--- config.mk ---
export PLATFORM = sky130hd
export DESIGN_NAME = burst_cmd_tx_flat
export DESIGN_NICKNAME = d
export VERILOG_FILES = /design/src/rtl/burst_cmd_tx_if.sv /design/src/rtl/burst_cmd_tx.sv /design/src/flat_wrapper.sv
export SDC_FILE = /design/constraint.sdc
export NUM_CORES = 1
export LEC_CHECK = 0
export CORE_MARGIN = 2
export CORE_UTILIZATION = 45
export DETAILED_ROUTE_END_ITERATION = 8
export GPL_TIMING_DRIVEN = 0
export HOLD_SLACK_MARGIN = 0.15
export PLACE_DENSITY = 0.74
export SETUP_SLACK_MARGIN = 0.2
export SLEW_MARGIN = 20
export SYNTH_ARGS = -nofsm -noshare
export SYNTH_HDL_FRONTEND = slang
export SYNTH_SLANG_ARGS = --single-unit
--- constraint.sdc ---
create_clock -name clk -period 1.6 [get_ports clk]
set_input_delay 0.24 -clock clk [delete_from_list [all_inputs] [get_ports clk]]
set_output_delay 0.24 -clock clk [all_outputs]
set_load 0.02 [all_outputs]
--- src/rtl/burst_cmd_tx_if.sv ---
// Command and burst-pin bundle for burst_cmd_tx. The master modport is the
// transmitter side; the slave modport is the command source plus burst controller.
interface burst_cmd_tx_if #(
  parameter int unsigned ADDR_W = 16,
  parameter int unsigned LEN_W  = 4
);
  logic              cmd_valid;
  logic              cmd_ready;
  logic              cmd_mode;
  logic [LEN_W-1:0]  cmd_len;
  logic [ADDR_W-1:0] cmd_addr;
  logic              en;
  logic              mode_sel;
  logic              len_sdata;
  logic              addr_sdata;
  logic              stop_signal;
  logic              busy;
  logic              done;
  logic              err;

  modport master (
    input  cmd_valid, cmd_mode, cmd_len, cmd_addr, stop_signal,
    output cmd_ready, en, mode_sel, len_sdata, addr_sdata, busy, done, err
  );

  modport slave (
    output cmd_valid, cmd_mode, cmd_len, cmd_addr, stop_signal,
    input  cmd_ready, en, mode_sel, len_sdata, addr_sdata, busy, done, err
  );
endinterface

--- src/rtl/burst_cmd_tx.sv ---
// Burst command transmitter: accepts one command, serializes length/address MSB-first,
// then holds en until stop_signal. Optional WAIT watchdog: BURST_CMD_TX_TIMEOUT_EN.
module burst_cmd_tx #(
  parameter int unsigned ADDR_W  = 16,
  parameter int unsigned LEN_W   = 4,
  parameter int unsigned TIMEOUT = 255
) (
  input  logic           clk,
  input  logic           rst,
  burst_cmd_tx_if.master bus
);

  typedef enum logic [2:0] {StIdle, StStart, StShift, StWait, StFin} state_e;

  localparam int unsigned CntW = (ADDR_W > 1) ? $clog2(ADDR_W) : 1;

  if (LEN_W > ADDR_W || TIMEOUT < 1) begin : g_bad_param
    $error("burst_cmd_tx: need LEN_W <= ADDR_W and TIMEOUT >= 1");
  end

  state_e            state_q;
  logic [CntW-1:0]   cnt_q;
  logic [ADDR_W-1:0] addr_sr_q;
  logic [LEN_W-1:0]  len_sr_q;
  logic              cmd_ready_q;
  logic              en_q;
  logic              mode_sel_q;
  logic              len_sdata_q;
  logic              addr_sdata_q;
  logic              busy_q;
  logic              done_q;

`ifdef BURST_CMD_TX_TIMEOUT_EN
  localparam int unsigned WcntW = $clog2(TIMEOUT + 1);
  logic [WcntW-1:0] wcnt_q;
  logic             err_q;
`endif

  always_ff @(posedge clk or posedge rst) begin
    if (rst) begin
      state_q      <= StIdle;
      cnt_q        <= '0;
      addr_sr_q    <= '0;
      len_sr_q     <= '0;
      cmd_ready_q  <= 1'b1;
      en_q         <= 1'b0;
      mode_sel_q   <= 1'b0;
      len_sdata_q  <= 1'b0;
      addr_sdata_q <= 1'b0;
      busy_q       <= 1'b0;
      done_q       <= 1'b0;
`ifdef BURST_CMD_TX_TIMEOUT_EN
      wcnt_q       <= '0;
      err_q        <= 1'b0;
`endif
    end else begin
      done_q <= 1'b0;
      unique case (state_q)
        StIdle: begin
          if (bus.cmd_valid) begin
            state_q     <= StStart;
            addr_sr_q   <= bus.cmd_addr;
            // Length is zeroed for single transfers so the shifter emits only zeros.
            len_sr_q    <= bus.cmd_mode ? bus.cmd_len : '0;
            mode_sel_q  <= bus.cmd_mode;
            cmd_ready_q <= 1'b0;
            busy_q      <= 1'b1;
            en_q        <= 1'b1;
`ifdef BURST_CMD_TX_TIMEOUT_EN
            err_q       <= 1'b0;
`endif
          end
        end
        StStart: begin
          state_q      <= StShift;
          cnt_q        <= '0;
          addr_sdata_q <= addr_sr_q[ADDR_W-1];
          len_sdata_q  <= len_sr_q[LEN_W-1];
          addr_sr_q    <= addr_sr_q << 1;
          len_sr_q     <= len_sr_q << 1;
        end
        StShift: begin
          if (cnt_q == CntW'(ADDR_W - 1)) begin
            state_q      <= StWait;
            addr_sdata_q <= 1'b0;
            len_sdata_q  <= 1'b0;
`ifdef BURST_CMD_TX_TIMEOUT_EN
            wcnt_q       <= '0;
`endif
          end else begin
            cnt_q        <= cnt_q + 1'b1;
            addr_sdata_q <= addr_sr_q[ADDR_W-1];
            len_sdata_q  <= len_sr_q[LEN_W-1];
            addr_sr_q    <= addr_sr_q << 1;
            len_sr_q     <= len_sr_q << 1;
          end
        end
        StWait: begin
          if (bus.stop_signal) begin
            state_q <= StFin;
            done_q  <= 1'b1;
            en_q    <= 1'b0;
`ifdef BURST_CMD_TX_TIMEOUT_EN
          end else if (wcnt_q == WcntW'(TIMEOUT - 1)) begin
            state_q <= StFin;
            done_q  <= 1'b1;
            en_q    <= 1'b0;
            err_q   <= 1'b1;
          end else begin
            wcnt_q  <= wcnt_q + 1'b1;
`endif
          end
        end
        StFin: begin
          state_q     <= StIdle;
          cmd_ready_q <= 1'b1;
          busy_q      <= 1'b0;
        end
        default: state_q <= StIdle;
      endcase
    end
  end

  assign bus.cmd_ready  = cmd_ready_q;
  assign bus.en         = en_q;
  assign bus.mode_sel   = mode_sel_q;
  assign bus.len_sdata  = len_sdata_q;
  assign bus.addr_sdata = addr_sdata_q;
  assign bus.busy       = busy_q;
  assign bus.done       = done_q;
`ifdef BURST_CMD_TX_TIMEOUT_EN
  assign bus.err        = err_q;
`else
  assign bus.err        = 1'b0;
`endif

endmodule

--- src/flat_wrapper.sv ---
// flat-port wrapper written by rule: the top's interface ports become plain ports
module burst_cmd_tx_flat 
#(
  parameter int unsigned ADDR_W  = 16,
  parameter int unsigned LEN_W   = 4,
  parameter int unsigned TIMEOUT = 255
)
  (clk, rst, bus_cmd_valid, bus_cmd_mode, bus_cmd_len, bus_cmd_addr, bus_stop_signal, bus_cmd_ready, bus_en, bus_mode_sel, bus_len_sdata, bus_addr_sdata, bus_busy, bus_done, bus_err);
  burst_cmd_tx_if #(.ADDR_W(ADDR_W), .LEN_W(LEN_W)) bus_i ();
  input  logic clk;
  input  logic rst;
  input wire logic [$bits(bus_i.cmd_valid)-1:0] bus_cmd_valid;
  input wire logic [$bits(bus_i.cmd_mode)-1:0] bus_cmd_mode;
  input wire logic [$bits(bus_i.cmd_len)-1:0] bus_cmd_len;
  input wire logic [$bits(bus_i.cmd_addr)-1:0] bus_cmd_addr;
  input wire logic [$bits(bus_i.stop_signal)-1:0] bus_stop_signal;
  output wire logic [$bits(bus_i.cmd_ready)-1:0] bus_cmd_ready;
  output wire logic [$bits(bus_i.en)-1:0] bus_en;
  output wire logic [$bits(bus_i.mode_sel)-1:0] bus_mode_sel;
  output wire logic [$bits(bus_i.len_sdata)-1:0] bus_len_sdata;
  output wire logic [$bits(bus_i.addr_sdata)-1:0] bus_addr_sdata;
  output wire logic [$bits(bus_i.busy)-1:0] bus_busy;
  output wire logic [$bits(bus_i.done)-1:0] bus_done;
  output wire logic [$bits(bus_i.err)-1:0] bus_err;
  assign bus_i.cmd_valid = bus_cmd_valid;
  assign bus_i.cmd_mode = bus_cmd_mode;
  assign bus_i.cmd_len = bus_cmd_len;
  assign bus_i.cmd_addr = bus_cmd_addr;
  assign bus_i.stop_signal = bus_stop_signal;
  assign bus_cmd_ready = bus_i.cmd_ready;
  assign bus_en = bus_i.en;
  assign bus_mode_sel = bus_i.mode_sel;
  assign bus_len_sdata = bus_i.len_sdata;
  assign bus_addr_sdata = bus_i.addr_sdata;
  assign bus_busy = bus_i.busy;
  assign bus_done = bus_i.done;
  assign bus_err = bus_i.err;
  burst_cmd_tx #(.ADDR_W(ADDR_W), .LEN_W(LEN_W), .TIMEOUT(TIMEOUT)) u_core (.clk(clk), .rst(rst), .bus(bus_i));
endmodule
Word-level counts from Yosys, hierarchy flattened
Cells that the tools add are included.
{ "word_totals": {"regBits": 34, "latchBits": 0, "mem_bits_rw": 0, "rom_bits": 0, "word_cells": 57, "mem_count": 0} }
{ "classes": {"addsub": 1, "mul": 0, "n_div": 0, "magnitude_cmp": 0, "n_eq_ne": 9, "n_shift": 0, "mux": 25, "n_bitwise": 0, "reduce_logical": 11} }
{ "op_table": {"columns": ["op", "n"], "rows": [
  ["16-bit case mux with 3 select lines", 1],
  ["16-bit two-way mux", 2],
  ["4-bit two-way mux", 4],
  ["3-bit case mux with 4 select lines", 1],
  ["4-bit case mux with 3 select lines", 1],
  ["1-bit case mux with 2 select lines", 5],
  ["3-bit two-way mux", 3],
  ["3-bit AND reduction", 3],
  ["4-bit case mux with 2 select lines", 1],
  ["1-bit two-way mux", 7],
  ["3-bit by 2-bit == test with 1-bit output (second input constant)", 2],
  ["2-bit inequality test (second input constant)", 3],
  ["2-bit AND reduction", 3],
  ["2-bit nonzero test", 3],
  ["4-bit by 1-bit adder with 4-bit output (second input constant)", 1],
  ["4-bit == test (second input constant)", 1],
  ["3-bit by 1-bit == test with 1-bit output (second input constant)", 1],
  ["3-bit == test (second input constant)", 1],
  ["3-bit logical NOT", 1],
  ["3-bit nonzero test", 1],
  ["2-bit by 1-bit inequality test with 1-bit output (second input constant)", 1]
]} }

Logic depth before layout (Yosys ltp)
Gate-level depths: netlist of run 1.
{ "depth": {"depth_word": 3, "mapped_depth": 6, "mapped_depth_nobuf": 5} }

Worst setup path before layout of run 1
Ideal clock, no wire load.
{ "synth_timing": {"kind": "register to register", "start": "register u_core.cnt_q[0]", "end": "register u_core.addr_sr_q[10]", "setup_ns": 0.082, "arrival_ns": 1.486, "t_required_ns": 1.518, "slack_ns": 0.032, "stages_incl_launch_ff": 7, "path_cell_list": "dfrtp_1 > ha_1 > a31o_1 > a211oi_2 > buf_2 > nor2_1 > a31oi_1"} }
{ "synth_via": {"elab_chain_cells": 3} }
{ "synth_lines": {"columns": ["item", "line_no", "source"], "rows": [
  ["from (decl)", "burst_cmd_tx.sv:22", "logic [CntW-1:0] cnt_q;"],
  ["from (signal assigned)", "burst_cmd_tx.sv:91", "cnt_q <= cnt_q + 1'b1;"],
  ["4-bit == test", "burst_cmd_tx.sv:83", "if (cnt_q == CntW'(ADDR_W - 1)) begin"],
  ["2-bit inequality test (no source line)", null, null],
  ["3-bit AND reduction (no source line)", null, null],
  ["to (signal assigned)", "burst_cmd_tx.sv:62", "addr_sr_q <= bus.cmd_addr;"],
  ["to (signal assigned)", "burst_cmd_tx.sv:79", "addr_sr_q <= addr_sr_q << 1;"],
  ["to (signal assigned)", "burst_cmd_tx.sv:94", "addr_sr_q <= addr_sr_q << 1;"],
  ["to (decl)", "burst_cmd_tx.sv:23", "logic [ADDR_W-1:0] addr_sr_q;"]
]} }
Every way passes these cells.
A chain may end at the register's enable or synchronous reset.

Worst setup path in the final report of run 1
{ "layout_timing": {"start": "register u_core.cnt_q[1]", "end": "register u_core.addr_sr_q[10]"} }
The elaborated chain is that of the path after synthesis.

==> results_dict.tcl, run 1 <==
set metrics [dict create \
    status "complete, no violations" \
    grt_pass1_wl_mm 6.50 \
    drive_gt1_frac 0.257 \
    power_frac_clock 0.104 \
    cts_sinks 34 \
    fmax_ghz 0.638 \
    hp-class "primary input to async pin" \
    finalClockSkew_ns 0.0161 \
    synth_cell_types 32 \
    dr.first_iter.drc_count 72 \
    hpwl_mm 2.58 \
    switching_power_mw 2.15 \
    seqPwrFrac 0.333 \
    maxSlewViolCount 0 \
    antenna_cells 0 \
    num_vias 1469 \
    fp.coreArea_um2 3390 \
    fp.dieW_um 63.7 \
    synth_nets 204 \
    powerDensity_nw_per_um2 2220 \
    hold_violations 0 \
    gp_congestion 0.787 \
    avgSynthCellArea_um2 9.02 \
    nNetsFinal 251 \
    first_pass_iters 4 \
    portBuffers 31 \
    worst_ep_required_time_ns 1.88 \
    ant_nets 0 \
    routed_wl_mm 3.87 \
    ff2ff_path_depth 7 \
    ir_worst_vdd_uv 1240 \
    route.detailed.drc 0 \
    comb_power_share 0.563 \
    rows 21 \
    setup_viol 0 \
    power.total_mw 4.94 \
    finalCritPeriodShare 0.980 \
    worstPathMaxFanout 6 \
    ys_seq_elements 34 \
    clock_latency_ns 0.35 \
    dp_cells 255 \
    max_slew.worst_pin.slew_ns 0.693 \
    critPathCaptureType "flop" \
    clockRootBuffer "clkbuf_4" \
    p_int_mw 2.79 \
    ios 33 \
    slew_headroom 0.537 \
    synth-seq-area-share 0.531 \
    period_needed_ns 1.57 \
    tritoncts "built" \
    r2r_slack_ns 0.03 \
    grt_pass1_vias 1416 \
    p_leak_nw 0.972 \
    clockBufferDepth 2 \
    antenna_found_initial 0 \
    cp-start-kind "flop" \
    synth_area_um2 1610 \
    r2r_end "u_core.addr_sr_q[10]" \
    h-tree-depth 2 \
    syn2layout_area_growth_pct 38.8 \
    crit_type "flop to flop" \
    via_per_inst 5.40 \
    route.detailed.wl_per_inst_um 14.2 \
    cp.arrival_ns 1.85 \
    overflow 0 \
    die_h_um 63.7 \
    grt_start_max_net_pins 35 \
    synth_cells 178 \
    yosysWarnings 0 \
    ctsHoldBuffers 0 \
    die-area_um2 4060 \
    initial_core_util 0.474 \
    grt_usage 0.211 \
    cts_made_buffers 5 \
    path_clk_slew_ns 0.11 \
    layout.cells.non_filler 272 \
    max_cap_violations 0 \
    rsz0062_at_grt "yes" \
    reg2reg_from "u_core.cnt_q[1]" \
    swShare 0.435 \
]
## layout by cell type, fill, tap and decap left out, drive strengths merged
master,instances
a41oi,1
nor2,23
and2,2
nor2b,2
mux2,1
nand3,5
conb,1
and3,2
a22o,5
a21oi,7
clkinv,1
clkdlybuf4s50,24
clkinvlp,1
a32o,1
a31oi,20
nand2,41
dfrtp,33
dfstp,1
nor3,2
clkbuf,9
a31o,1
dlygate4sd2,6
nand4,2
ha,1
a21o,2
o21ai,5
o22a,1
nand4b,1
inv,4
a211oi,1
buf,18
nand2b,2
## power groups by stage
stage	Combinational (mW)	Sequential (mW)	Clock, mW
2_1_floorplan	1.61	1.62	0
3_3_place_gp	2.21	1.57	0
3_5_place_dp	2.31	1.60	0
4_1_cts	2.63	1.60	0.527
5_1_grt	3.10	1.70	0.571
6_report	2.78	1.64	0.514
## worst max-delay path, cell delays in order (launching register included)
cell and delay [ns]:
dfrtp_1 0.42, ha_4 0.18, a31o_1 0.19, a211oi_4 0.21
buf_6 0.17, buf_6 0.14, nor2_1 0.04, a31oi_1 0.15
## through the flow
step                      setup WS (ns)  area (um2)  setup TNS [ns]  hold slack, ns   util
after detailed placement        -0.0922        1980           -1.53           0.485  0.584
after global routing            -0.0521        2230          -0.231           0.366  0.657
after floorplan                   0.165        1610               0           0.379      -
after CTS                        0.0164        2150               0           0.328  0.635
after global placement           -0.150        1980           -5.40           0.472  0.584
final                            0.0314        2230               0           0.304  0.657
## logic make-up (layout without fill, tap and decap cells)
group | count (synthesis) | count (layout) | share of synthesized area
other | 1 | 1 | 0.00234
flip-flops | 34 | 34 | 0.531
AND/OR/NAND/NOR | 82 | 82 | 0.217
AO/OA/AOI/OAI | 44 | 44 | 0.189
buffers and inverters | 15 | 63 | 0.0452
multiplexers | 1 | 1 | 0.00701
adder cells (fa/ha/maj) | 1 | 1 | 0.00779
## worst max-delay path by stage
stage | end | cells after the start | from | slack (ns)
final | u_core.addr_sr_q[10] | 7 | u_core.cnt_q[1] | 0.03
after global routing | u_core.addr_sr_q[15] | 7 | u_core.cnt_q[1] | -0.05
after CTS | u_core.addr_sr_q[11] | 7 | u_core.cnt_q[0] | 0.02
after detailed placement | u_core.addr_sr_q[10] | 5 | bus_cmd_valid | -0.09
after global placement | u_core.addr_sr_q[12] | 2 | rst | -0.15
after floorplan | u_core.addr_sr_q[10] | 6 | u_core.cnt_q[1] | 0.17
## repair_timing
action,in CTS,in global routing
gates resized for setup,28,25
pin swaps,3,3
endpoints found under the setup margin,31,35
buffers inserted,5,2
gates cloned,2,0
## metal layers
metal	GRT usage	share of wire
met1	0.273	0.45
met2	0.326	0.48
met5	0	0
met3	0.0679	0.054
met4	0.0842	0.014
## cells in the mapped netlist, drive strengths merged
library cell | instances | area, um2
nand2 | 41 | 154
dfrtp | 33 | 826
nor2 | 23 | 86.3
a31oi | 20 | 125
buf | 9 | 50.0
a21oi | 7 | 46.3
a22o | 5 | 43.8
nand3 | 5 | 25.0
o21ai | 5 | 25.0
inv | 4 | 15.0
a21o | 2 | 15.0
and2 | 2 | 12.5
and3 | 2 | 12.5
clkbuf | 2 | 7.51
nand2b | 2 | 15.0
nand4 | 2 | 12.5
nor2b | 2 | 12.5
nor3 | 2 | 10.0
a211oi | 1 | 12.5
a31o | 1 | 8.76
a32o | 1 | 10.0
a41oi | 1 | 8.76
conb | 1 | 3.75
dfstp | 1 | 26.3
ha | 1 | 12.5
mux2 | 1 | 11.3
nand4b | 1 | 8.76
o22a | 1 | 8.76
## state kept, by name, summed over array words and instances, names as in the netlist, 3 cells and up
name,cells
u_core.state_q,3
u_core.len_sr_q,4
u_core.cnt_q,4
u_core.addr_sr_q,16
## area by class of cell
cell class | instances | area, um2
Fill cell | 287 | 1160
Sequential cell | 34 | 853
Multi-Input combinational cell | 129 | 777
Timing Repair Buffer | 40 | 377
Buffer | 11 | 85.1
Tap cell | 46 | 57.6
Clock buffer | 6 | 51.3
Inverter | 4 | 15.0
Clock inverter | 2 | 12.5
(Power assumes the default switching activity.)
==> inputs of run 2 (changes only) <==
Settings changed: CORE_UTILIZATION 45 to 47, CTS_BUF_LIST from default to sky130_fd_sc_hd__clkbuf_4 sky130_fd_sc_hd__clkbuf_8, PLACE_DENSITY 0.74 to 0.77.
==> results_dict.tcl, run 2 (synthesis results as in run 1) <==
set metrics [dict create \
    max_cap_violations 0 \
    cp.depth 7 \
    slew_headroom 0.547 \
    power.total_mw 4.93 \
    ios 33 \
    ant_nets 0 \
    path_clk_slew_ns 0.10 \
    largest_register_ff_count 16 \
    ff2ff_path_depth 7 \
    num_vias 1482 \
    final_common_cell "nand2_1" \
    worstPathMaxFanout 6 \
    layout.cells.non_filler 273 \
    grt_usage 0.218 \
    period_needed_ns 1.59 \
    antenna_cells 0 \
    grt_start_max_net_pins 35 \
    cts_sinks 34 \
    grt_pass1_wl_mm 6.71 \
    via_per_inst 5.43 \
    clockBufferDepth 2 \
    cts_made_buffers 5 \
    clockRootBuffer "clkbuf_4" \
    fp.dieW_um 62.4 \
    grt_pass1_vias 1511 \
    clock_latency_ns 0.33 \
    critPathCaptureType "flop" \
    path_cells "ha_2 > a31o_1 > a211oi_4 > buf_6 > buf_6 > nor2_4 > a31oi_2" \
    fmax_ghz 0.628 \
    rsz0062_at_grt "yes" \
    hp-class "primary input to async pin" \
    drive_gt1_frac 0.242 \
    overflow 0 \
    status "complete, no violations" \
    finalClockSkew_ns 0.00806 \
    gp_congestion 0.808 \
    routed_wl_mm 4.02 \
    ir_worst_vdd_uv 1190 \
    crit_type "flop to flop" \
    initial_core_util 0.485 \
    first_pass_iters 4 \
    mostFrequentLayoutCells "nand2_1, dfrtp_1, clkdlybuf4s50_1" \
    portBuffers 31 \
    cp-start-kind "flop" \
    maxSlewViolCount 0 \
    multiInputGateArea_um2 771 \
    die-area_um2 3900 \
    rows 21 \
    worst_ep_required_time_ns 1.85 \
    nNetsFinal 253 \
    cpLargestDelayFamily "compound AO/OA/AOI/OAI gates" \
    dr.first_iter.drc_count 139 \
    cp_slowest_stage_delay_ns 0.40 \
    die_h_um 62.4 \
    route.detailed.drc 0 \
    cp.arrival_ns 1.84 \
    h-tree-depth 2 \
    ctsHoldBuffers 0 \
    path_common_cell "buf_6" \
    hold_violations 0 \
    critical_path_buf_inv_count 2 \
    antenna_found_initial 0 \
    max_slew.worst_pin.slew_ns 0.679 \
    tritoncts "built" \
    reg_top3 "u_core.addr_sr_q x16, u_core.cnt_q x4, u_core.len_sr_q x4" \
    p_leak_nw 0.981 \
    regMostFlops "u_core.addr_sr_q" \
    route.detailed.wl_per_inst_um 14.7 \
    setup_viol 0 \
    finalCritPeriodShare 0.995 \
    fp.coreArea_um2 3310 \
    hpwl_mm 2.64 \
    dp_cells 255 \
    hold_slack_ns 0.322 \
    fin_tns_setup_ns 0 \
    powerDensity_nw_per_um2 2230 \
    critPathSlowestCell "dfrtp_1" \
    syn2layout_area_growth_pct 38.1 \
    layout.area.seq_um2 855 \
    fillers 287 \
]
-- run 2: cell types whose count changed in the layout (fill, tap and decap cells not counted), moves of 2 or more --
cell / previous run / this run
buf_4: 9 / 14
buf_6: 5 / 3
nand2b_4: 0 / 2
nor2_1: 6 / 12
nor2_2: 15 / 8
-- run 2: worst paths after layout --
path	from	endpoint	slack, ns
worst max-delay path	u_core.cnt_q[1]	u_core.addr_sr_q[15]	0.008
worst min-delay path	rst	u_core.bus.len_sdata	0.32
worst max register to register	u_core.cnt_q[1]	u_core.addr_sr_q[15]	0.008
worst min register to register	u_core.bus.mode_sel	u_core.bus.mode_sel	0.51
max in group asynchronous	rst	u_core.state_q[1]	0.80
min in group clk	bus_cmd_addr[4]	u_core.addr_sr_q[4]	0.47
-- run 2: cell type report --
class                   count  share of cell area
clock inverters             2             0.00451
plain buffers              11              0.0378
clock buffers               5              0.0169
repair buffers             42               0.175
flip-flops and latches     34               0.385
well taps                  46              0.0260
inverters                   4             0.00677
multi-input cells         129               0.348
-- run 2: where the power goes --
group / internal, mW / switching, mW
registers: 1.31 / 0.332
clock network: 0.158 / 0.271
logic: 1.30 / 1.56
total: 2.77 / 2.16
-- run 2: metal layers --
layer | wire [um] | GRT usage | vias to the layer above
met3 | 194 | 0.0468 | 12
met2 | 1970 | 0.352 | 41
met5 | 0 | 0 | -
li1 | - | - | 711
met4 | 76 | 0.108 | 0
met1 | 1780 | 0.278 | 718
-- run 2: what timing repair did --
| action | CTS | global route |
|---|---|---|
| cloned | 2 | 0 |
| pin swaps | 4 | 3 |
| setup buffers | 5 | 4 |
| endpoints found under the setup margin | 31 | 34 |
| gates resized for setup | 19 | 31 |
-- run 2: stage by stage --
stage | setup WS [ns] | utilization | instance area (um2)
2_1_floorplan | 0.165 | - | 1610
3_3_place_gp | -0.140 | 0.598 | 1980
4_1_cts | 0.0160 | 0.635 | 2100
3_5_place_dp | -0.0829 | 0.598 | 1980
5_1_grt | -0.0703 | 0.670 | 2220
6_report | 0.00767 | 0.670 | 2220
